==> config.mk <==
export PLATFORM = sky130hd
export DESIGN_NAME = job_dispatcher
export DESIGN_NICKNAME = d
export VERILOG_FILES = /design/src/rtl/job_dispatcher_pkg.sv /design/src/rtl/job_dispatcher_job_fifo.sv /design/src/rtl/job_dispatcher.sv
export SDC_FILE = /design/constraint.sdc
export NUM_CORES = 1
export LEC_CHECK = 0
export BUFFER_PORTS_ARGS = -buffer_cell sky130_fd_sc_hd__buf_2
export CAP_MARGIN = 20
export CORE_MARGIN = 1
export CORE_UTILIZATION = 55
export DETAILED_ROUTE_END_ITERATION = 10
export PLACE_DENSITY = 0.89
export SYNTH_ARGS = -nofsm -noshare
export SYNTH_HDL_FRONTEND = slang
export SYNTH_SLANG_ARGS = --single-unit
==> constraint.sdc <==
create_clock -name clk -period 2.23 [get_ports clk]
set_input_delay 0.446 -clock clk [delete_from_list [all_inputs] [get_ports clk]]
set_output_delay 0.446 -clock clk [all_outputs]
set_load 0.02 [all_outputs]
==> src/rtl/job_dispatcher_pkg.sv <==
// Shared types and default sizing for the job dispatcher and its job FIFO.
package job_dispatcher_pkg;

    localparam int unsigned DW_DEF    = 8;
    localparam int unsigned DEPTH_DEF = 4;
    localparam int unsigned TMO_DEF   = 64;

    typedef enum logic [1:0] {
        IDLE      = 2'd0,
        START     = 2'd1,
        WAIT_DONE = 2'd2,
        RESULT    = 2'd3
    } state_e;

endpackage

==> src/rtl/job_dispatcher_job_fifo.sv <==
// Job queue: DEPTH-entry circular buffer; an extra pointer bit separates full from empty.
module job_fifo #(
    parameter int unsigned DW    = 8,
    parameter int unsigned DEPTH = 4
) (
    input  logic          clk,
    input  logic          rst,
    input  logic          push,
    input  logic [DW-1:0] wdata,
    input  logic          pop,
    output logic [DW-1:0] rdata,
    output logic          full,
    output logic          empty
);

    localparam int unsigned AW = (DEPTH > 1) ? $clog2(DEPTH) : 1;
    localparam int unsigned PW = AW + 1;

    logic [PW-1:0] wr_ptr_q, wr_ptr_d;
    logic [PW-1:0] rd_ptr_q, rd_ptr_d;
    logic [DW-1:0] mem_q [DEPTH];
    logic          push_ok;
    logic          pop_ok;

    assign empty   = (wr_ptr_q == rd_ptr_q);
    assign full    = (wr_ptr_q[AW] != rd_ptr_q[AW]) &&
                     (wr_ptr_q[AW-1:0] == rd_ptr_q[AW-1:0]);
    assign push_ok = push && !full;
    assign pop_ok  = pop && !empty;
    assign rdata   = mem_q[rd_ptr_q[AW-1:0]];

    always_comb begin
        wr_ptr_d = wr_ptr_q;
        rd_ptr_d = rd_ptr_q;
        if (push_ok) wr_ptr_d = wr_ptr_q + PW'(1);
        if (pop_ok)  rd_ptr_d = rd_ptr_q + PW'(1);
    end

    always_ff @(posedge clk or negedge rst) begin
        if (!rst) begin
            wr_ptr_q <= '0;
            rd_ptr_q <= '0;
        end else begin
            wr_ptr_q <= wr_ptr_d;
            rd_ptr_q <= rd_ptr_d;
        end
    end

    // Storage needs no reset: an entry is only read after it has been written.
    always_ff @(posedge clk) begin
        if (push_ok) mem_q[wr_ptr_q[AW-1:0]] <= wdata;
    end

endmodule

==> src/rtl/job_dispatcher.sv <==
// Queues host jobs, starts the datapath controller one job at a time, and returns
// each result to the host, abandoning a job whose done strobe never arrives.
module job_dispatcher
    import job_dispatcher_pkg::*;
#(
    parameter int unsigned DW    = DW_DEF,
    parameter int unsigned DEPTH = DEPTH_DEF,
    parameter int unsigned TMO   = TMO_DEF
) (
    input  logic            clk,
    input  logic            rst,
    input  logic            job_valid,
    output logic            job_ready,
    input  logic [DW-1:0]   job_data,
    output logic            s,
    input  logic            input_en,
    output logic [DW-1:0]   x_out,
    input  logic            done,
    input  logic [2*DW-1:0] result_in,
    output logic            res_valid,
    input  logic            res_ready,
    output logic [2*DW-1:0] res_data,
    output logic            timeout_err,
    output logic            busy,
    output logic [7:0]      job_count
);

    localparam int unsigned CW = (TMO > 1) ? $clog2(TMO) : 1;
    localparam int unsigned RW = 2 * DW;

    state_e          state_q, state_d;
    logic [CW-1:0]   cnt_q, cnt_d;
    logic [DW-1:0]   x_out_q, x_out_d;
    logic            s_q, s_d;
    logic            res_valid_q, res_valid_d;
    logic [RW-1:0]   res_data_q, res_data_d;
    logic            timeout_err_q, timeout_err_d;
    logic            busy_q, busy_d;
    logic [7:0]      job_count_q, job_count_d;

    logic            fifo_push;
    logic            fifo_pop;
    logic            fifo_full;
    logic            fifo_empty;
    logic [DW-1:0]   fifo_head;

    // The operand is held in x_out for the whole job, so the load strobe needs no action.
    logic            unused_input_en;
    assign unused_input_en = input_en;

    assign fifo_push = job_valid && !fifo_full;
    assign job_ready = !fifo_full;

    job_fifo #(
        .DW    (DW),
        .DEPTH (DEPTH)
    ) u_job_fifo (
        .clk   (clk),
        .rst   (rst),
        .push  (fifo_push),
        .wdata (job_data),
        .pop   (fifo_pop),
        .rdata (fifo_head),
        .full  (fifo_full),
        .empty (fifo_empty)
    );

    // Next-state and registered-output logic; the head stays queued until its job ends.
    always_comb begin
        state_d       = state_q;
        cnt_d         = cnt_q;
        x_out_d       = x_out_q;
        res_valid_d   = res_valid_q;
        res_data_d    = res_data_q;
        job_count_d   = job_count_q;
        timeout_err_d = 1'b0;
        fifo_pop      = 1'b0;

        case (state_q)
            IDLE: begin
                if (!fifo_empty && !res_valid_q) begin
                    state_d = START;
                    x_out_d = fifo_head;
                end
            end
            START: begin
                state_d = WAIT_DONE;
                cnt_d   = '0;
            end
            WAIT_DONE: begin
                if (done) begin
                    state_d     = RESULT;
                    res_data_d  = result_in;
                    res_valid_d = 1'b1;
                    job_count_d = job_count_q + 8'd1;
                    fifo_pop    = 1'b1;
                    cnt_d       = '0;
                end else if (cnt_q == CW'(TMO - 1)) begin
                    state_d       = IDLE;
                    timeout_err_d = 1'b1;
                    fifo_pop      = 1'b1;
                    cnt_d         = '0;
                end else begin
                    cnt_d = cnt_q + CW'(1);
                end
            end
            RESULT: begin
                if (res_ready) begin
                    state_d     = IDLE;
                    res_valid_d = 1'b0;
                end
            end
            default: state_d = IDLE;
        endcase

        s_d    = (state_d == START);
        busy_d = (state_d != IDLE);
    end

    always_ff @(posedge clk or negedge rst) begin
        if (!rst) begin
            state_q       <= IDLE;
            cnt_q         <= '0;
            x_out_q       <= '0;
            s_q           <= 1'b0;
            res_valid_q   <= 1'b0;
            res_data_q    <= '0;
            timeout_err_q <= 1'b0;
            busy_q        <= 1'b0;
            job_count_q   <= '0;
        end else begin
            state_q       <= state_d;
            cnt_q         <= cnt_d;
            x_out_q       <= x_out_d;
            s_q           <= s_d;
            res_valid_q   <= res_valid_d;
            res_data_q    <= res_data_d;
            timeout_err_q <= timeout_err_d;
            busy_q        <= busy_d;
            job_count_q   <= job_count_d;
        end
    end

    assign s           = s_q;
    assign x_out       = x_out_q;
    assign res_valid   = res_valid_q;
    assign res_data    = res_data_q;
    assign timeout_err = timeout_err_q;
    assign busy        = busy_q;
    assign job_count   = job_count_q;

endmodule
==> results.cfg <==
[grt]
grt_pass1_wl_um = 10100
grt_pass1_vias = 2102
antenna_found_initial = 0
grt_max_degree = 33
track_usage_pct = 21.0
overflow = 0

[power_and_ir_drop]
power_density_nw_per_um2 = 1420
power.leakage_uw = 0.00188
ir_worst_vdd_mv = 0.816

[sta]
fin_tns_setup_ns = 0
worst_pin_slew_ns = 0.691
grt_setup_unrepaired = false
finalSetupViolations = 0
finalHoldViolations = 0
slew_headroom_pct = 53.9
finalMaxSlewViolations = 0
post-route-min-period_ns = 2.04
finalClockSkew_ns = 0.0111
post-route-period-util_pct = 91.4
fmax_mhz = 491

[job]
max-cap-violations = 0

[critical_path]
worstReg2RegEnd = u_job_fifo.mem_q[3][0]
slowest_delay_ns = 0.40
path_cells = xnor2_1, nand3b_1, buf_2
critPathArrivalTime_ns = 1.59
reg2reg_setup_slack_ns = 0.35
cp-start-kind = flip-flop
r2r-start = u_job_fifo.wr_ptr_q[2]
worstSetupPathDepth = 3
cp-startpoint = u_job_fifo.wr_ptr_q[2]
r2r_cells = 3
slowest_stage = dfrtp_1
cp_max_fo = 6
path_buf_inv = 1
end_kind = output port
cp_top_family = flip-flops
crit_end = job_ready
cp.required_ns = 1.78
critical_path_class = reg -> out

[drt]
wl_per_cell_um = 15.7
drt_iter0_drc = 88
antenna_left = 0
wirelength_um = 6430
via_per_inst = 5.46
dr.pass1.iters = 4
drc = 0
via_count = 2235

[floorplanning]
core_area_um2 = 6030
start_util_pct = 58.0
ios = 67
dieArea_um2 = 6680
die_h_um = 81.7
rows = 28
die_w_um = 81.7

[cts]
hold_buffers = 0
htree_levels = 3
cts_root_buf = clkbuf_8
cts_tree = yes
clock_path_buffers = 2
cts_setup_buffers = 0
ctsResizeCount = 0
clk_latency_ns = 0.35
path_clk_slew_ns = 0.08
numCtsBuffers = 9
clock_sinks = 82

[layout]
fin_cells = 409
area_delta_synth_final_pct = 16.9
fin_nets = 370
final_common_cell = buf_2
diodes = 0
mostFrequentLayoutCells = buf_2 (65), nand2_1 (61), dfrtp_1 (50)
drive_gt1_share_pct = 32.3

[synth]
ys_ff_latch = 82
synthArstFlopShare_pct = 61.0
syn_nets = 296
synth_cell_types = 41
synth_area_per_cell_um2 = 13.7
syn_area_um2 = 3500
syn_inst = 255
synth-edff-count = 32
synth.yosys.seq_area_share_pct = 63.3
ys_dominant_reg_cell = dfrtp_1
yosys_warnings = 0

[place]
place_congestion = 0.844
dp_cells = 393
post-dp-hpwl_um = 4640
io_buffers = 65

[outcome]
outcome = complete, no violations

[min_path]
holdCritPathClass = in -> async
worst min-delay path by stage:
stage                startpoint     endpoint  slack (ns)  cells after the start
finish                      rst     x_out[2]        0.14                      1
global route                rst     x_out[2]        0.17                      1
CTS                         rst  res_data[5]        0.15                      1
detailed placement  res_data[1]  res_data[1]        0.46                      2
global placement    res_data[0]  res_data[0]        0.45                      2
floorplan                   rst         busy        0.15                      0
power breakdown:
group / leakage, µW / switching (µW) / internal, µW
Sequential: 0.000920 / 357 / 2080
Clock: 0.0000974 / 506 / 510
Combinational: 0.000859 / 1340 / 992
synth_stat cells (2+ instances only):
cell	instances	share of area, %
nand2_1	61	6.5
dfrtp_1	50	36
edfxtp_1	32	27
ha_1	11	3.9
xnor2_1	11	2.8
nand3_1	10	1.4
mux2_4	8	3.4
mux4_2	8	5.2
o21ai_0	8	1.1
inv_1	7	0.75
and3_1	5	0.89
nor2_1	5	0.54
clkbuf_1	4	0.43
mux2_2	2	0.64
mux2i_1	2	0.57
nand4_1	2	0.36
nor3_1	2	0.29
o211ai_1	2	0.43
o31ai_1	2	0.43
xnor2_4	2	1.6
registers in the layout, summed over array words and instances (netlist names), 2 cells and up:
| signal | flops |
|---|---|
| cnt_q | 6 |
| job_count | 8 |
| res_data | 16 |
| state_q | 2 |
| u_job_fifo.mem_q | 32 |
| u_job_fifo.rd_ptr_q | 3 |
| u_job_fifo.wr_ptr_q | 3 |
| x_out | 8 |
cell families (layout without fill, tap and decap cells):
kind of cell | count (synthesis) | after routing | share of synthesized area, %
DFF | 82 | 82 | 63.3
adders and majority gates | 11 | 11 | 3.94
and+or+nand+nor | 91 | 91 | 11.3
buffers and inverters | 15 | 94 | 2.43
muxes | 20 | 20 | 9.81
AOI/OAI and AO/OA | 22 | 22 | 4.65
xor gates and xnor gates | 14 | 14 | 4.58
final cells by class:
type,instances,area [µm²]
Inverter,7,26.3
Clock inverter,6,57.6
Tap cell,75,93.8
Clock buffer,10,128
Multi-Input combinational cell,158,1200
Fill cell,402,1940
Sequential cell,82,2210
Timing Repair Buffer,71,370
metal layers:
metal  track usage [%]  part of all wire [%]
met1              26.9                    43
met2              33.6                    51
met3              4.44                   4.5
met4              11.1                   2.2
met5                 0                     0
through the flow:
stage          utilization (%)  total power, µW  hold WS, ns  instance area, µm²  worst slack (ns)
3_5_place_dp              64.7             4800        0.457                3900             0.339
6_report                  67.8             5790        0.135                4090             0.191
3_3_place_gp              64.7             4650        0.453                3900             0.420
2_1_floorplan                -             4110        0.150                3500             0.493
5_1_grt                   67.8             6140        0.173                4090            0.0642
4_1_cts                   67.8             5820        0.147                4090             0.178
worst register-to-register path, cell delays in order, from the launching register on:
cell      delay [ns]
dfrtp_1         0.40
xnor2_1         0.37
nand3b_1        0.27
and3_1          0.49
Note: power is estimated with default switching activity, not from simulation.
